==> src/rtl/event_unit_pkg.sv <==
// Shared definitions for the event wakeup unit: register word indices, FSM states,
// IRQ id width and the lowest-set-bit priority helper.
package event_unit_pkg;

  localparam int ID_WIDTH = 5;

  localparam logic [2:0] REG_IRQ_EN = 3'd0;
  localparam logic [2:0] REG_EVT_EN = 3'd1;
  localparam logic [2:0] REG_PEND   = 3'd2;
  localparam logic [2:0] REG_CLEAR  = 3'd3;
  localparam logic [2:0] REG_ID     = 3'd4;

  typedef enum logic [1:0] {
    ST_IDLE = 2'd0,
    ST_REQ  = 2'd1,
    ST_GAP  = 2'd2
  } wakeup_state_e;

  // Line 0 has the highest priority.
  function automatic logic [ID_WIDTH-1:0] lowest_set_index(input logic [31:0] vec);
    logic [ID_WIDTH-1:0] idx;
    logic                found;
    idx   = '0;
    found = 1'b0;
    for (int i = 0; i < 32; i++) begin
      if (vec[i] && !found) begin
        idx   = ID_WIDTH'(i);
        found = 1'b1;
      end
    end
    return idx;
  endfunction

endpackage

==> src/rtl/event_edge_detect.sv <==
// Per-line rising-edge detector with an optional 2-flop input synchronizer
// (enabled by defining EVENT_WAKEUP_SYNC_EN).
module event_edge_detect #(
  parameter int WIDTH = 32
) (
  input  logic             i_clk,
  input  logic             i_rst,
  input  logic [WIDTH-1:0] i_level,
  output logic [WIDTH-1:0] o_edge
);

  logic [WIDTH-1:0] w_level;
  logic [WIDTH-1:0] r_prev;

`ifdef EVENT_WAKEUP_SYNC_EN
  logic [WIDTH-1:0] r_sync1;
  logic [WIDTH-1:0] r_sync2;

  // Two-stage synchronizer for asynchronous event lines.
  always_ff @(posedge i_clk or posedge i_rst) begin
    if (i_rst) begin
      r_sync1 <= '0;
      r_sync2 <= '0;
    end else begin
      r_sync1 <= i_level;
      r_sync2 <= r_sync1;
    end
  end

  assign w_level = r_sync2;
`else
  assign w_level = i_level;
`endif

  // Previous sample clears to 0 so a line already high at reset release reads as an edge.
  always_ff @(posedge i_clk or posedge i_rst) begin
    if (i_rst) begin
      r_prev <= '0;
    end else begin
      r_prev <= w_level;
    end
  end

  assign o_edge = w_level & ~r_prev;

endmodule

==> src/rtl/event_wakeup_unit.sv <==
// Event/interrupt wakeup unit: APB mask and pending registers, rising-edge latching, wake
// signal and IRQ request/ack handshake. Define EVENT_WAKEUP_SYNC_EN for input synchronizers.
module event_wakeup_unit
  import event_unit_pkg::*;
#(
  parameter int APB_ADDR_WIDTH = 12,
  parameter int NUM_LINES      = 32
) (
  input  logic                      HCLK,
  input  logic                      HRESET,
  input  logic [APB_ADDR_WIDTH-1:0] PADDR,
  input  logic [31:0]               PWDATA,
  input  logic                      PWRITE,
  input  logic                      PSEL,
  input  logic                      PENABLE,
  output logic [31:0]               PRDATA,
  output logic                      PREADY,
  output logic                      PSLVERR,
  input  logic [NUM_LINES-1:0]      events_i,
  output logic                      irq_o,
  output logic [ID_WIDTH-1:0]       irq_id_o,
  input  logic                      irq_ack_i,
  output logic                      signal_o
);

  localparam logic [31:0] LINE_MASK = 32'((64'h1 << NUM_LINES) - 64'h1);

  logic [NUM_LINES-1:0] w_edge_raw;
  logic [31:0]          w_edge;
  logic                 w_wr;
  logic                 w_rd;
  logic                 w_addr_ok;
  logic [2:0]           w_reg_idx;

  logic [31:0]          r_irq_en;
  logic [31:0]          r_evt_en;
  logic [31:0]          r_pend;
  logic [31:0]          w_irq_en_nx;
  logic [31:0]          w_evt_en_nx;
  logic [31:0]          w_pend_nx;
  logic [31:0]          w_set_apb;
  logic [31:0]          w_clr_apb;
  logic [31:0]          w_clr_ack;
  logic [31:0]          w_req_vec;

  wakeup_state_e        r_state;
  wakeup_state_e        w_state_nx;
  logic [ID_WIDTH-1:0]  r_irq_id;
  logic [ID_WIDTH-1:0]  w_irq_id_nx;
  logic                 r_irq;
  logic                 r_signal;

  event_edge_detect #(
    .WIDTH (NUM_LINES)
  ) u_edge (
    .i_clk   (HCLK),
    .i_rst   (HRESET),
    .i_level (events_i),
    .o_edge  (w_edge_raw)
  );

  assign w_edge    = 32'(w_edge_raw);
  assign w_wr      = PSEL & PENABLE & PWRITE;
  assign w_rd      = PSEL & PENABLE & ~PWRITE;
  assign w_reg_idx = PADDR[4:2];
  assign w_addr_ok = (PADDR[APB_ADDR_WIDTH-1:5] == '0) && (PADDR[1:0] == 2'b00);

  assign PREADY   = 1'b1;
  assign PSLVERR  = 1'b0;
  assign irq_o    = r_irq;
  assign irq_id_o = r_irq_id;
  assign signal_o = r_signal;

  // APB write decode into next register values and pending set/clear strobes.
  always_comb begin
    w_irq_en_nx = r_irq_en;
    w_evt_en_nx = r_evt_en;
    w_set_apb   = 32'h0;
    w_clr_apb   = 32'h0;
    if (w_wr && w_addr_ok) begin
      case (w_reg_idx)
        REG_IRQ_EN: w_irq_en_nx = PWDATA & LINE_MASK;
        REG_EVT_EN: w_evt_en_nx = PWDATA & LINE_MASK;
        REG_PEND:   w_set_apb   = PWDATA & LINE_MASK;
        REG_CLEAR:  w_clr_apb   = PWDATA;
        default:    w_set_apb   = 32'h0;
      endcase
    end else begin
      w_set_apb = 32'h0;
    end
  end

  // Setting (edge or software) wins over any clear in the same cycle.
  assign w_pend_nx = (r_pend & ~w_clr_apb & ~w_clr_ack) | w_edge | w_set_apb;
  assign w_req_vec = r_pend & r_irq_en;

  // Request FSM: pick lowest pending enabled line, hold it until ack or withdrawal.
  always_comb begin
    w_state_nx  = r_state;
    w_irq_id_nx = r_irq_id;
    w_clr_ack   = 32'h0;
    case (r_state)
      ST_IDLE: begin
        if (|w_req_vec) begin
          w_irq_id_nx = lowest_set_index(w_req_vec);
          w_state_nx  = ST_REQ;
        end else begin
          w_state_nx = ST_IDLE;
        end
      end
      ST_REQ: begin
        if (irq_ack_i) begin
          w_clr_ack  = 32'h1 << r_irq_id;
          w_state_nx = ST_GAP;
        end else if (!(r_pend[r_irq_id] && r_irq_en[r_irq_id])) begin
          w_state_nx = ST_IDLE;
        end else begin
          w_state_nx = ST_REQ;
        end
      end
      ST_GAP:  w_state_nx = ST_IDLE;
      default: w_state_nx = ST_IDLE;
    endcase
  end

  // Register file, pending bits, FSM state and registered outputs.
  always_ff @(posedge HCLK or posedge HRESET) begin
    if (HRESET) begin
      r_irq_en <= 32'h0;
      r_evt_en <= 32'h0;
      r_pend   <= 32'h0;
      r_state  <= ST_IDLE;
      r_irq_id <= '0;
      r_irq    <= 1'b0;
      r_signal <= 1'b0;
    end else begin
      r_irq_en <= w_irq_en_nx;
      r_evt_en <= w_evt_en_nx;
      r_pend   <= w_pend_nx;
      r_state  <= w_state_nx;
      r_irq_id <= w_irq_id_nx;
      r_irq    <= (w_state_nx == ST_REQ);
      r_signal <= |(w_pend_nx & (w_irq_en_nx | w_evt_en_nx));
    end
  end

  // PRDATA is a pure function of the current access and register state.
  always_comb begin
    PRDATA = 32'h0;
    if (w_rd && w_addr_ok) begin
      case (w_reg_idx)
        REG_IRQ_EN: PRDATA = r_irq_en;
        REG_EVT_EN: PRDATA = r_evt_en;
        REG_PEND:   PRDATA = r_pend;
        REG_CLEAR:  PRDATA = 32'h0;
        REG_ID:     PRDATA = {r_irq, 26'b0, r_irq_id};
        default:    PRDATA = 32'h0;
      endcase
    end else begin
      PRDATA = 32'h0;
    end
  end

endmodule

==> config.mk <==
export PLATFORM = sky130hd
export DESIGN_NAME = event_wakeup_unit
export DESIGN_NICKNAME = d
export VERILOG_FILES = /design/src/rtl/event_unit_pkg.sv /design/src/rtl/event_edge_detect.sv /design/src/rtl/event_wakeup_unit.sv
export SDC_FILE = /design/constraint.sdc
export NUM_CORES = 1
export LEC_CHECK = 0
export CAP_MARGIN = 20
export CORE_MARGIN = 5
export CORE_UTILIZATION = 30
export CTS_CLUSTER_SIZE = 12
export DETAILED_ROUTE_END_ITERATION = 8
export GPL_TIMING_DRIVEN = 0
export MAX_ROUTING_LAYER = met4
export SETUP_SLACK_MARGIN = 0.1
export SYNTH_ARGS = -nofsm -noshare
export SYNTH_HDL_FRONTEND = slang
export SYNTH_SLANG_ARGS = --single-unit
==> constraint.sdc <==
create_clock -name HCLK -period 13.2 [get_ports HCLK]
set_input_delay 2.64 -clock HCLK [delete_from_list [all_inputs] [get_ports HCLK]]
set_output_delay 2.64 -clock HCLK [all_outputs]
set_load 0.05 [all_outputs]
==> results by group, run 1 <==
Synth
  • Gate Count Post-Synth: about 870
  • Top cell type's share of synthesized area: 0.438
  • Sequential share of the synthesized area: 0.438
  • Synth area leaders: dfrtp_1, nand2_1, mux2i_1
  • Top FF cell, synth: dfrtp_1
  • Post-synth top cells: nand2_1, dfrtp_1, nor2_1
  • Post-synthesis register bit count: approximately 140
  • Count leader, synth: nand2_1
  • Synth warnings: 0
  • Yosys cell types: 62
  • Synth async-reset ratio: 1.00
  • Number of synthesized flops with an enable pin: 0
  • Yosys top cell by area: dfrtp_1
  • Synth Net Count: 947
  • Synth Area per Inst: 9.06 µm²
  • Mapped cell area: 0.00783 mm²

GRT
  • First-pass GRT wire length: 49700 µm
  • Largest net degree at the start of global routing: 81
  • Initial antenna violation count: 0
  • Vias in the first global route: around 7700
  • All-Layer GR Usage: 0.237
  • GRT Residual Overflow: 0

Timing
  • Min cycle time layout: between 8000 and 9000 ps
  • Tightest Pin Transition: roughly 1100 ps
  • Slew margin rel.: 0.280
  • Post-Route Setup TNS: 0 ps
  • Post-route setup slack: 4240 ps
  • Tcrit/Tclk final: 0.679
  • Final setup viols: 0
  • Worst Skew: 9.84 ps
  • RSZ-0062 raised after global routing: false
  • Endpoints failing hold: 0
  • Pins Over Slew Limit: 0
  • Max Clock Freq: 0.112 GHz

CTS
  • CTS tree: yes
  • Number of setup buffers added after CTS: 0
  • CTS clk-pin slew, worst paths: roughly 60 ps
  • Clk sink count: about 140
  • Clk_lat worst skew: between 400 and 500 ps
  • CTS H-tree depth: 4
  • # hold bufs at CTS: 0
  • Clock Tree Root: clkbuf_16
  • Post-CTS Resized: 0
  • Clk buf depth: 2
  • TritonCTS buffer count: 17

Pwr
  • Design Power: 1.19 mW
  • Leakage: 4.55 nW
  • Worst vdd ir: 0.0709 mV
  • P per Cell Area: 117 mW/mm²

Floorplan
  • Number of core rows: 59
  • Die X: ~170 µm
  • Core area: 0.0259 mm²
  • Die footprint: just under 0.03 mm²
  • Initial core utilization: 0.302
  • Chip Height: around 170 µm
  • # IOs: 123

Detailed routing
  • Routed via count: 7683
  • DR pass1 iterations: 6
  • Number of antenna-violating nets in the routed design: 0
  • DRT iter0 DRCs: 860
  • Number of vias per cell: 5.68
  • WL per Instance: 24.9 µm
  • DRC viols: 0
  • WL final: ~34000 µm

Final layout
  • Antenna Cells: 0
  • Area grow syn2layout: 29.2%
  • Share of cells above drive strength 1: 0.0806
  • Nets: 1088

Placed design
  • Place WS: 4240 ps
  • Post-DP HPWL: 24500 µm
  • RD Place Congestion: 0.981
  • Port buffer count: about 120

Worst setup path
  • Worst EP required: 10560 ps
  • CP Class: primary input to output pin
  • Arrival time at the worst endpoint: 6320 ps
  • Crit Path Max Fanout: 10
  • Startpoint types: primary input
  • CP Capture Type: output pin

Hold path
  • Class of the tightest hold or removal check: register to register

Run
  • Total of max-cap violations: 0

Outcome
  • Status: finished clean
[final timing paths]
kind	start	endpoint	slack [ps]	cells after the start
setup / recovery	PADDR[2]	PRDATA[28]	4240	8
setup reg to reg	irq_id_o[4]	signal_o	9460	9
hold reg to reg	r_evt_en[29]	r_evt_en[29]	500	2
min in group asynchronous	HRESET	u_edge.r_prev[15]	2720	2
max in group asynchronous	HRESET	r_state[1]	9730	3
hold / removal	r_evt_en[29]	r_evt_en[29]	500	2
[cells by family after synthesis]
kind of cell    synth area share
compound gates             0.227
fa+ha+maj                0.00128
buf+inv                   0.0441
flops                      0.438
mux                        0.107
other cells             0.000959
simple gates               0.182
[cells in the final DEF (no fill, tap or decap), types with 11 or more instances in the layout]
cell and count:
nand2_1 144, dfrtp_1 137, clkdlybuf4s50_1 118, nor2_1 78
a21oi_1 68, clkbuf_1 43, mux2i_1 42, o21ai_0 38
a21o_1 31, a22oi_1 29, mux2_2 27, inv_1 27
a22o_1 23, nor2b_1 18, nand3_1 17, a221o_1 17
clkbuf_16 17, buf_1 11
[final cells by class]
class	count	area, µm²
repair buffers	122	1230
clock inverters	11	171
plain buffers	59	240
clock buffers	20	457
fillers	2669	15800
well taps	335	419
multi-input cells	641	4070
flip-flops and latches	137	3430
inverters	28	110
[stage by stage]
| stage | hold WS (ps) | instance area [µm²] | cells | utilization |
|---|---|---|---|---|
| detailed placement | 474 | 9490 | 1321 | 0.366 |
| global route | 513 | 10100 | 1353 | 0.391 |
| finish | 496 | 10100 | 1353 | 0.391 |
| CTS | 487 | 10100 | 1352 | 0.390 |
| global placement | 467 | 9430 | 1318 | 0.364 |
| floorplan | 451 | 7830 | 865 | - |
[power by group]
part / leakage [nW] / total (mW) / switching, mW / internal (mW)
clock network: 0.302 / 0.522 / 0.196 / 0.325
registers: 1.67 / 0.444 / 0.0116 / 0.432
logic: 2.58 / 0.220 / 0.149 / 0.0707
[routing by layer]
metal  vias to the layer above  wire length [µm]  track usage
li1                       3437                 -            -
met1                      3774             14400        0.310
met2                       409             15400        0.363
met3                        63              2780       0.0526
met4                         0               996       0.0803
met5                         -                 0            -
[critical path, cell delays in order]
cell	delay [ps]
clkdlybuf4s50_1	550
clkbuf_1	450
nor2b_1	220
clkbuf_1	530
clkbuf_1	730
a21oi_1	200
nor2_1	160
clkdlybuf4s50_1	830
[state kept, by name, indices dropped and copies added, names as in the netlist]
| register | count |
|---|---|
| signal_o | 1 |
| r_state | 2 |
| r_pend | 32 |
| r_evt_en | 32 |
| r_irq_en | 32 |
| irq_id_o | 5 |
| u_edge.r_prev | 32 |
| irq_o | 1 |
No activity file was read; power rests on OpenSTA's default activity.
==> inputs of run 2 (changes only) <==
Clock period 13.2 ns to 8.7 ns, I/O delays scaled along.
==> results of run 2 <==
Same layout as run 1 (identical final DEF). Status: finished clean.
Among the figures that moved: setup slack after placement 4240 ps -> 1540 ps; setup slack after layout 4240 ps -> 1540 ps; register-to-register setup slack 9460 ps -> 4960 ps; total power 1.19 mW -> 1.80 mW; worst IR drop on VDD 0.0709 mV -> 0.108 mV
==> inputs of run 3 (changes only) <==
Clock period 8.7 ns to 7.5 ns, I/O delays scaled along.
==> results of run 3 <==
Same layout as run 1 (identical final DEF). Status: finished clean.
Among the figures that moved: setup slack after placement 4240 ps -> 821 ps; setup slack after layout 4240 ps -> 824 ps; register-to-register setup slack 9460 ps -> 3760 ps; total power 1.19 mW -> 2.09 mW; worst IR drop on VDD 0.0709 mV -> 0.125 mV
